$ cat src/rtl/vga_receptor.sv
// VGA sink: samples sync/blank/RGB on the pixel clock, recovers pixel coordinates,
// measures line and frame timing, tracks lock and captures one probe pixel per frame.
module vga_receptor #(
  parameter int H_TOTAL     = 800,
  parameter int V_TOTAL     = 525,
  parameter int H_INI       = 144,
  parameter int V_INI       = 34,
  parameter int H_ATIVO     = 640,
  parameter int V_ATIVO     = 480,
  parameter int LOCK_FRAMES = 2
) (
  input  logic        clock_25M,
  input  logic        reset,
  input  logic        vga_hsync,
  input  logic        vga_vsync,
  input  logic        vga_blank,
  input  logic [9:0]  vga_r,
  input  logic [9:0]  vga_g,
  input  logic [9:0]  vga_b,
  input  logic [9:0]  sonda_x,
  input  logic [9:0]  sonda_y,
  output logic [9:0]  pixel_x,
  output logic [9:0]  pixel_y,
  output logic [9:0]  pixel_r,
  output logic [9:0]  pixel_g,
  output logic [9:0]  pixel_b,
  output logic        pixel_valido,
  output logic        quadro_inicio,
  output logic [10:0] largura_linha,
  output logic [10:0] linhas_quadro,
  output logic        travado,
  output logic [9:0]  sonda_r,
  output logic [9:0]  sonda_g,
  output logic [9:0]  sonda_b,
  output logic        sonda_nova
);

  localparam logic [10:0] CMAX   = 11'h7FF;
  localparam logic [10:0] HB     = 11'(H_INI);
  localparam logic [10:0] HE     = 11'(H_INI + H_ATIVO);
  localparam logic [10:0] VB     = 11'(V_INI);
  localparam logic [10:0] VE     = 11'(V_INI + V_ATIVO);
  localparam logic [10:0] HT     = 11'(H_TOTAL);
  localparam logic [10:0] VT     = 11'(V_TOTAL);
  localparam int          CW     = $clog2(LOCK_FRAMES + 1);
  localparam logic [CW-1:0] LOCK_N = CW'(LOCK_FRAMES);

  typedef struct packed {
    logic        win;
    logic [9:0]  x;
    logic [9:0]  y;
    logic [9:0]  r;
    logic [9:0]  g;
    logic [9:0]  b;
    logic        hit;
    logic        start;
    logic        lpub;
    logic [10:0] llen;
    logic        lbad;
    logic        fpub;
    logic [10:0] flen;
    logic        fgood;
    logic        sat;
  } pipe_t;

  // Stage A: raw input capture plus one sample of sync history
  logic       hs_q, hs_p_q, vs_q, vs_p_q, bl_q;
  logic [9:0] r_q, g_q, b_q, sx_q, sy_q;

  always_ff @(posedge clock_25M) begin
    if (reset) begin
      hs_q   <= 1'b1;
      hs_p_q <= 1'b1;
      vs_q   <= 1'b1;
      vs_p_q <= 1'b1;
      bl_q   <= 1'b0;
      r_q    <= '0;
      g_q    <= '0;
      b_q    <= '0;
      sx_q   <= '0;
      sy_q   <= '0;
    end else begin
      hs_q   <= vga_hsync;
      hs_p_q <= hs_q;
      vs_q   <= vga_vsync;
      vs_p_q <= vs_q;
      bl_q   <= vga_blank;
      r_q    <= vga_r;
      g_q    <= vga_g;
      b_q    <= vga_b;
      sx_q   <= sonda_x;
      sy_q   <= sonda_y;
    end
  end

  // Stage B: sample counters, edge decoding and measurement events
  logic [10:0] j_q, j_d, v_q, v_d, llen, flen;
  logic        armed_q, armed_d, lseen_q, fseen_q, fbad_q, fbad_d;
  logic        hfall, vfall, restart, lpub, lbad;
  pipe_t       p_q, p_d;

  assign hfall   = ~hs_q & hs_p_q;
  assign vfall   = ~vs_q & vs_p_q;
  assign restart = hfall & (armed_q | vfall);
  assign llen    = (j_q == CMAX) ? CMAX : j_q + 11'd1;
  assign flen    = (v_q == CMAX) ? CMAX : v_q + 11'd1;
  assign lpub    = hfall & lseen_q;
  assign lbad    = lpub & (llen != HT);

  always_comb begin
    j_d     = hfall ? 11'd0 : ((j_q == CMAX) ? CMAX : j_q + 11'd1);
    v_d     = v_q;
    if (restart)
      v_d = 11'd0;
    else if (hfall && v_q != CMAX)
      v_d = v_q + 11'd1;
    armed_d = restart ? 1'b0 : (armed_q | vfall);
    fbad_d  = restart ? 1'b0 : (fbad_q | lbad);

    p_d       = '0;
    p_d.win   = (j_d >= HB) && (j_d < HE) && (v_d >= VB) && (v_d < VE) && bl_q;
    p_d.x     = 10'(j_d - HB);
    p_d.y     = 10'(v_d - VB);
    p_d.r     = r_q;
    p_d.g     = g_q;
    p_d.b     = b_q;
    p_d.hit   = (10'(j_d - HB) == sx_q) && (10'(v_d - VB) == sy_q);
    p_d.start = restart;
    p_d.lpub  = lpub;
    p_d.llen  = llen;
    p_d.lbad  = lbad;
    p_d.fpub  = restart & fseen_q;
    p_d.flen  = flen;
    // the line closing at a restart belongs to the frame being judged
    p_d.fgood = (flen == VT) && !fbad_q && !lbad;
    p_d.sat   = (j_d == CMAX) || (v_d == CMAX);
  end

  always_ff @(posedge clock_25M) begin
    if (reset) begin
      j_q     <= '0;
      v_q     <= '0;
      armed_q <= 1'b0;
      lseen_q <= 1'b0;
      fseen_q <= 1'b0;
      fbad_q  <= 1'b0;
      p_q     <= '0;
    end else begin
      j_q     <= j_d;
      v_q     <= v_d;
      armed_q <= armed_d;
      lseen_q <= lseen_q | hfall;
      fseen_q <= fseen_q | restart;
      fbad_q  <= fbad_d;
      p_q     <= p_d;
    end
  end

  // Stage C: lock counter and registered outputs
  logic [CW-1:0] cnt_q, cnt_d;
  logic          trav_d, vld_d;

  always_comb begin
    cnt_d = cnt_q;
    if (p_q.fpub && p_q.fgood && cnt_q != LOCK_N)
      cnt_d = cnt_q + 1'b1;
    if (p_q.lbad || (p_q.fpub && !p_q.fgood) || p_q.sat)
      cnt_d = '0;
  end

  assign trav_d = (cnt_d == LOCK_N);
  assign vld_d  = p_q.win & trav_d;

  always_ff @(posedge clock_25M) begin
    if (reset) begin
      cnt_q         <= '0;
      pixel_x       <= '0;
      pixel_y       <= '0;
      pixel_r       <= '0;
      pixel_g       <= '0;
      pixel_b       <= '0;
      pixel_valido  <= 1'b0;
      quadro_inicio <= 1'b0;
      largura_linha <= '0;
      linhas_quadro <= '0;
      travado       <= 1'b0;
      sonda_r       <= '0;
      sonda_g       <= '0;
      sonda_b       <= '0;
      sonda_nova    <= 1'b0;
    end else begin
      cnt_q         <= cnt_d;
      travado       <= trav_d;
      pixel_valido  <= vld_d;
      pixel_x       <= vld_d ? p_q.x : '0;
      pixel_y       <= vld_d ? p_q.y : '0;
      pixel_r       <= vld_d ? p_q.r : '0;
      pixel_g       <= vld_d ? p_q.g : '0;
      pixel_b       <= vld_d ? p_q.b : '0;
      quadro_inicio <= p_q.start;
      if (p_q.lpub) largura_linha <= p_q.llen;
      if (p_q.fpub) linhas_quadro <= p_q.flen;
      sonda_nova    <= vld_d & p_q.hit;
      if (vld_d && p_q.hit) begin
        sonda_r <= p_q.r;
        sonda_g <= p_q.g;
        sonda_b <= p_q.b;
      end
    end
  end

endmodule

$ cat config.mk
export PLATFORM = sky130hd
export DESIGN_NAME = vga_receptor
export DESIGN_NICKNAME = d
export VERILOG_FILES = /design/src/rtl/vga_receptor.sv
export SDC_FILE = /design/constraint.sdc
export NUM_CORES = 1
export LEC_CHECK = 0
export ABC_AREA = 1
export BUFFER_PORTS_ARGS = -buffer_cell sky130_fd_sc_hd__buf_4
export CAP_MARGIN = 10
export CORE_MARGIN = 3
export CORE_UTILIZATION = 55
export DETAILED_ROUTE_END_ITERATION = 12
export PLACE_DENSITY = 0.78
export RECOVER_POWER = 50
export SETUP_SLACK_MARGIN = 0.05
export SYNTH_ARGS = -nofsm -noshare
export SYNTH_HDL_FRONTEND = slang
export SYNTH_SLANG_ARGS = --single-unit
$ cat constraint.sdc
create_clock -name clock_25M -period 3.5 [get_ports clock_25M]
set_clock_uncertainty 0.15 [all_clocks]
set_input_delay 0.175 -clock clock_25M [delete_from_list [all_inputs] [get_ports clock_25M]]
set_output_delay 0.175 -clock clock_25M [all_outputs]
set_load 0.02 [all_outputs]
# Yosys cells after proc, flatten, opt, wreduce, memory -nomap -nowiden
# Cells that the tools add are included.
[totals]
register_bits = 269
out_inout_bits = 106
elab_cells = 108
[classes]
addsub = 5
magnitude_cmp = 4
n_eq_ne = 11
muxes = 7
bitwise_logic = 15
n_reduce_logical = 20
[ops]
columns = ["operator", "n"]
rows = [
  ["11-bit two-way mux", 5],
  ["11-bit == test (second input constant)", 4],
  ["11-bit by 1-bit adder with 11-bit output (second input constant)", 2],
  ["11-bit by 10-bit less-than comparator with 1-bit output (second input constant)", 2],
  ["10-bit == test", 2],
  ["1-bit logical AND", 12],
  ["11-bit by 10-bit == test with 1-bit output (second input constant)", 1],
  ["11-bit by 6-bit >= comparator with 1-bit output (second input constant)", 1],
  ["11-bit by 8-bit >= comparator with 1-bit output (second input constant)", 1],
  ["11-bit by 10-bit != test with 1-bit output (second input constant)", 1],
  ["11-bit != test (second input constant)", 1],
  ["10-bit by 6-bit subtractor with 10-bit output (second input constant)", 1],
  ["10-bit by 8-bit subtractor with 10-bit output (second input constant)", 1],
  ["1-bit AND", 8],
  ["2-bit two-way mux", 2],
  ["1-bit bitwise OR", 4],
  ["2-bit OR reduction", 2],
  ["1-bit logical NOT", 3],
  ["1-bit logical OR", 3],
  ["1-bit NOT", 3],
  ["2-bit by 1-bit adder with 2-bit output (second input constant)", 1],
  ["2-bit == test (second input constant)", 1],
  ["2-bit != test (second input constant)", 1],
]

# Longest topological paths before layout
# Gate-level depths: netlist of the first run.
[depth]
ltp_word = 9
depth_mapped = 18

# Least setup slack after synthesis of the first run
# No wires, ideal clock.
[synth_timing]
path_type = "reg-to-reg"
startpoint = "reg v_q[0]"
endpoint = "reg p_q[28] in the netlist's numbering"
setup_time_ps = 62
arrival_time_ps = 2458
t_required_ps = 3288
setup_slack_ps = 830
stages_incl_launch_ff = 18
path_buffers = 0
path_cell_list = "dfxtp_1 > ha_1 > nand2_2 > nor2_4 > nand3_4 > nand3_1 > nand3_4 > ha_1 > xor2_1 > o211a_1 > nand2_1 > nor2_1 > nand2_1 > nor2_1 > nand3_1 > nor2_1 > nand4_1 > nor2_2"
[synth_rtl]
columns = ["item", "line_no", "text"]
rows = [
  ["from (decl)", "97", "logic [10:0] j_q, j_d, v_q, v_d, llen, flen;"],
  ["from (signal assigned)", "150", "v_q <= v_d;"],
  ["to (signal assigned)", "155", "p_q <= p_d;"],
  ["to (decl)", "100", "pipe_t p_q, p_d;"],
]

==> metrics.txt, run 1 <==
number of global-route vias before repair=a little under 8000; Ant. Diodes=0; Core Region=16200 um2; count leader, synth=dfxtp_1; pin count of the biggest net entering global routing=60; Die ar.=roughly 19000 um2; fraction of layout instances using a drive strength above 1=9.78%; Total Nets Final=1444; Setup violations, final=0; Starting Density=57.4%; final critical-path share of the clock period=88.1%; hold path cells=2; pwr dens=between 500 and 600 nW/um2; Synth area leader=dfxtp_1; clock sinks=264; Post-Route WL=roughly 23 mm; worst hold path class=flip-flop to flip-flop; Die W=about 140 um; Max Fclk=approximately 0.32 GHz; Post-Synthesis Cells=1170; synthesized cell area=slightly above 9000 um2; CTS buffer count=26; VDD IR max=0.358 mV; syn nets=approximately 1200; drt first pass iters=5; WHS=around 250 ps; final max-slew violation count=0; Final Hold Viols=0; average size of a mapped cell=approximately 8 um2; Crit Path Max Fanout=15; DR vias=approximately 8000; CTS tree=done; Post-synth top cells=dfxtp_1 (264), nor2_1 (250), inv_1 (200), nand2_1 (142), o21ai_0 (65); slew margin rel.=between 7 and 8%; Final GP Congestion=between 0.9 and 1; grt ovf=0; Leak=approximately 5.5 nW; first-pass GRT wire length=37.4 mm; Setup Total Neg Slack=0 ps; R2R cell count=17; Worst Tran Pin Value=between 1000 and 1500 ps; # resized after CTS=0; Root Driver=clkbuf_16; Layout Cells excl Fill=about 1600; yosys warns=0; # IOs=about 160; setup repair bufs after CTS=0; top-area cell type share of the netlist area=a little under three fifths; post-synthesis sequential area ratio=between 50% and 60%; result of the run=finished, final reports clean; Site Rows=46; H-tree Lvls=1; Critical Path End Type=flip-flop; Worst Path Arrival=about 3400 ps; Seq cells post-synth=264; port bufs=160; Setup Crit Path Kind=flip-flop to flip-flop; top_reg_cell synth=dfxtp_1; clock buffer depth=3; fin util=72.8%; initial antenna violation count=0; Critical Path RT=3810 ps; setup repair after global routing missed its margin=false; drt wl/cell=about 14 um; Final min period=between 3000 and 4000 ps; DRT antenna net count=0; placed cell count=1510; Layout fillers=between 1000 and 1500; critical path launch point type=flip-flop; EDFF count, synth=0; Clock Pin Slew Worst Setup and Hold Paths=about 60 ps; Skew-Pair Late Insertion Delay=slightly above 500 ps; Yosys cell types=38; Synth area leaders=dfxtp_1 (57%), nor2_1 (10%), inv_1 (8.1%); Die Ht=between 100 and 150 um; area grow syn2layout=26.7%; Pwr Total=6.55 mW; violation count after the first detailed-route iteration=roughly 460; DRC Markers=0; ys async rst share=0%; # Max-Cap Violations=0; Detailed Place HPWL=between 15 and 20 mm; Total GRT Usage=24.9%; via density per instance=4.93
-- flip-flops by register name, summed over array words and instances (netlist names), 2 cells and up --
register	cells
p_q	75
j_q	11
largura_linha	11
linhas_quadro	11
v_q	11
b_q	10
g_q	10
pixel_b	10
pixel_g	10
pixel_r	10
pixel_x	10
pixel_y	10
r_q	10
sonda_b	10
sonda_g	10
sonda_r	10
sx_q	10
sy_q	10
cnt_q	2
-- layout make-up --
class	count	area (um2)	share of cell area [%]
clock inverters	10	159	1.34
clock buffers	37	773	6.54
flip-flops and latches	264	5290	44.7
repair buffers	227	1460	12.4
multi-input cells	657	3090	26.2
inverters	206	776	6.57
well taps	216	270	2.29
-- path summary, 6_finish.rpt --
path	slack [ps]	end	from
max	420	p_q[28]	v_q[0]
min	250	p_q[37]	b_q[8]
max reg2reg	420	p_q[28]	v_q[0]
min reg2reg	250	p_q[37]	b_q[8]
-- logic make-up after synthesis --
logic type	after synthesis	share of synthesized area, %
AO/OA/AOI/OAI	132	7.35
XOR/XNOR	3	0.282
adder cells (fa/ha/maj)	7	0.939
buffers and inverters	249	10.2
flip-flops	264	56.7
AND/OR/NAND/NOR	515	24.6
-- through the flow --
stage	area, um2	setup WS, ps
after global placement	10700	545
after CTS	12200	408
after floorplan	9320	830
after global routing	11800	103
final	11800	417
after detailed placement	10700	438
-- timing repair --
item / in CTS / in global routing
hold buffers: 60 / 0
endpoints found under the setup margin: 0 / 0
endpoints found under the hold margin: 54 / 0
-- cells in the final DEF (no fill, tap or decap), types with 16 or more instances in the layout --
| master | Yosys | layout |
|---|---|---|
| buf_4 | 0 | 58 |
| clkbuf_1 | 33 | 112 |
| dfxtp_1 | 264 | 264 |
| nand2_1 | 142 | 142 |
| inv_1 | 200 | 200 |
| nor2_1 | 250 | 250 |
| nand3_1 | 56 | 56 |
| dlygate4sd3_1 | 0 | 60 |
| o21ai_0 | 65 | 65 |
| clkbuf_16 | 0 | 27 |
| nand4_1 | 16 | 16 |
| a21oi_1 | 55 | 55 |
-- metal layers --
metal,up-vias,wire (um),global-route usage (%)
met2,241,11100,42.9
met1,3643,9860,31.5
met3,70,1140,3.44
met4,0,961,9.97
li1,4018,-,-
met5,-,0,0
-- where the power goes --
part / switching (mW) / internal, mW / total (mW)
combinational: 0.274 / 0.192 / 0.466
sequential: 0.0392 / 3.09 / 3.13
clock: 1.12 / 1.83 / 2.95
total: 1.43 / 5.12 / 6.55
-- critical path, stage by stage, from the launching register on --
cell     delay [ps]
dfxtp_1         460
ha_1            290
nand2_2          90
nor2_4          150
nand3_4         210
nand3_1         240
nand3_4         140
ha_1            350
xor2_1          170
o211a_1         160
nand2_1          50
nor2_1          100
nand2_1          60
nor2_1           80
nand3_1          70
nor2_1           80
nand4_1          90
nor2_2          100
Note: power is estimated with default switching activity, not from simulation.
==> run 2, diff against run 1 <==
--- a/config.mk
+++ b/config.mk
@@ -8,10 +8,12 @@
 export ABC_AREA = 1
 export BUFFER_PORTS_ARGS = -buffer_cell sky130_fd_sc_hd__buf_4
 export CAP_MARGIN = 10
+export CELL_PAD_IN_SITES_DETAIL_PLACEMENT = 0
+export CELL_PAD_IN_SITES_GLOBAL_PLACEMENT = 1
 export CORE_MARGIN = 3
-export CORE_UTILIZATION = 55
+export CORE_UTILIZATION = 41
 export DETAILED_ROUTE_END_ITERATION = 12
-export PLACE_DENSITY = 0.78
+export PLACE_DENSITY_LB_ADDON = 0.1
 export RECOVER_POWER = 50
 export SETUP_SLACK_MARGIN = 0.05
 export SYNTH_ARGS = -nofsm -noshare
==> run 2 against run 1 <==
Net effect: cell area up 0.99%; largest power group unchanged; register-to-register slack better by 40 ps; critical path type unchanged; global-route usage down 6.5 points; highest routed layer unchanged; via count down 4.0%; the flow now finishes with violations (max-capacitance violations, max-slew violations); total power about the same; hold slack worse by 11 ps; sequential power about the same; setup slack better by 39 ps.
==> metrics.txt, run 2 (synthesized netlist as in run 1, its figures left out) <==
violation count after the first detailed-route iteration=302 (-34%); Clock power frac=45.0% (about the same); area grow syn2layout=28.0%; Die ar.=24600 um2 (+33%); DRT antenna net count=0 (unchanged); Worst Path Arrival=3370 ps (-20 ps); Total Nets Final=1448 (+0.28%); Setup Total Neg Slack=0 ps (unchanged); grt ovf=0 (unchanged); Die Ht=157 um (+15%); DR vias=7655 (-4.0%); WHS=239 ps (-10.9 ps); CTS buffer count=28 (+7.7%); via density per instance=4.53 (-8.0%); DRC Markers=0 (unchanged); worst hold path class=input port to flip-flop; Root Driver=clkbuf_16; sequential share of power=47.8% (about the same); clock buffer depth=3 (unchanged); # resized after CTS=0 (unchanged); clock sinks=264 (unchanged); Core Region=22100 um2 (+36%); P_int=5.09 mW (-0.62%); H-tree Lvls=1 (unchanged); # Max-Cap Violations=2 (+2); Clock Pin Slew Worst Setup and Hold Paths=60 ps (about the same); Skew-Pair Late Insertion Delay=520 ps (about the same); R2R Path End=p_q[28]; Final GP Congestion=0.835 (-9.2%); Ant. Diodes=0 (unchanged); Largest register FFs=75 (unchanged); CTS tree=done; most common cell after layout, fill and taps aside=dfxtp_1; Layout fillers=2191 (+68%); number of global-route vias before repair=7321 (-6.2%); combinational share of power=7.2% (about the same); Crit Path Max Fanout=15 (unchanged); Site Rows=54 (+17%); hold path cells=4 (+2); slew margin rel.=-28.3% (-36 points); drt first pass iters=4 (-1); port bufs=160 (unchanged); setup repair bufs after CTS=0 (unchanged); Sw Ratio=22.4% (+0.53 points); Worst Tran Pin Value=1920 ps (+544 ps); Post-Route WL=22.7 mm (-1.7%); fraction of layout instances using a drive strength above 1=10.1% (+0.31 points); pin count of the biggest net entering global routing=98 (+63%); setup repair after global routing missed its margin=false; Final min period=3040 ps (-38.9 ps); Hold Path Sink=b_q[4]; Starting Density=42.2% (-15 points); pwr dens=549 nW/um2 (-0.92%); Final Hold Viols=0 (unchanged); Leak=5.54 nW (+0.44%); RR Startpoint=v_q[0]; fin util=54.0% (-19 points); switching power=1.46 mW (+2.5%); critical path launch point type=flip-flop; Total GRT Usage=18.4% (-6.5 points); # IOs=161 (unchanged); Max Fclk=0.329 GHz (+1.3%); Setup Crit Path Kind=flip-flop to flip-flop; initial antenna violation count=0 (unchanged); hold_sp=vga_b[4]; failing checks=max-capacitance violations, max-slew violations; final critical-path share of the clock period=87.0% (-1.1 points); Critical Path RT=3820 ps (about the same); R2R cell count=17 (unchanged); Critical Path End Type=flip-flop; Die W=157 um (+15%); first-pass GRT wire length=36.9 mm (-1.3%); VDD IR max=0.463 mV (+29%); Detailed Place HPWL=15.4 mm (+2.3%); Biggest register=p_q; drt wl/cell=13.5 um (-5.8%); most frequent cells in the layout=dfxtp_1 (264), nor2_1 (250), inv_1 (200); cts hold-fix bufs=62 (+3.3%); Worst R2R Setup Slack=460 ps (+40 ps); Setup violations, final=0 (unchanged); result of the run=finished, violations left; final max-slew violation count=137 (+137)
## run 2: cell types whose count changed in the layout (fill, tap and decap cells not counted), sizes merged
cell         delta
bufinv          -2
inv             -1
dlygate4sd3     +2
clkbuf          +5
clkinv          +3
## run 2: area by class of cell
class / instances / area, um2 / share of cell area, %
Sequential cell: 264 / 5290 / 44.3
Multi-Input combinational cell: 657 / 3090 / 25.9
Timing Repair Buffer: 229 / 1470 / 12.3
Clock buffer: 42 / 833 / 6.98
Inverter: 206 / 776 / 6.50
Tap cell: 280 / 350 / 2.94
Clock inverter: 10 / 124 / 1.04
## run 2: worst max path at each step
stage                     startpoint      end  slack (ps)
final                         v_q[0]  p_q[28]         460
after global routing          v_q[0]  p_q[28]         110
after CTS                     v_q[0]  p_q[28]         430
after detailed placement      v_q[0]  p_q[28]         470
after global placement        v_q[0]  p_q[28]         500
after floorplan               v_q[0]  p_q[28]         830
## run 2: layer usage
metal | up-vias | part of all wire (%) | track usage (%) | wire [um]
met5 | - | 0 | 0 | 0
met4 | 0 | 1.9 | 4.42 | 424
met3 | 32 | 4.5 | 2.60 | 1020
met2 | 159 | 47 | 31.4 | 10700
met1 | 3436 | 46 | 24.7 | 10500
li1 | 4028 | - | - | -
## run 2: through the flow
step           cells  instance area [um2]  power (mW)  setup WS [ps]
2_1_floorplan   1170                 9320        3.47            830
3_3_place_gp    1574                10800        3.61            502
3_5_place_dp    1574                10800        3.61            467
4_1_cts         1688                12300        6.64            432
5_1_grt         1688                11900        6.83            105
6_report        1688                11900        6.55            456
## run 2: worst max-delay path, stage by stage, from the launching register on
cell and delay, ps:
dfxtp_1 420, ha_1 280, nand2_2 90, nor2_4 150, nand3_4 220, nand3_1 230
nand3_4 130, ha_1 350, xor2_1 170, o211a_1 160, nand2_1 50, nor2_1 90
nand2_1 60, nor2_1 90, nand3_1 70, nor2_1 90, nand4_1 100, nor2_2 100
## run 2: power by group through the flow
stage	Clock, mW	Combinational, mW	Sequential [mW]
after CTS	3.04	0.474	3.13
after global placement	0	0.418	3.20
after detailed placement	0	0.416	3.20
final	2.95	0.468	3.13
after global routing	3.16	0.535	3.14
after floorplan	0	0.279	3.19
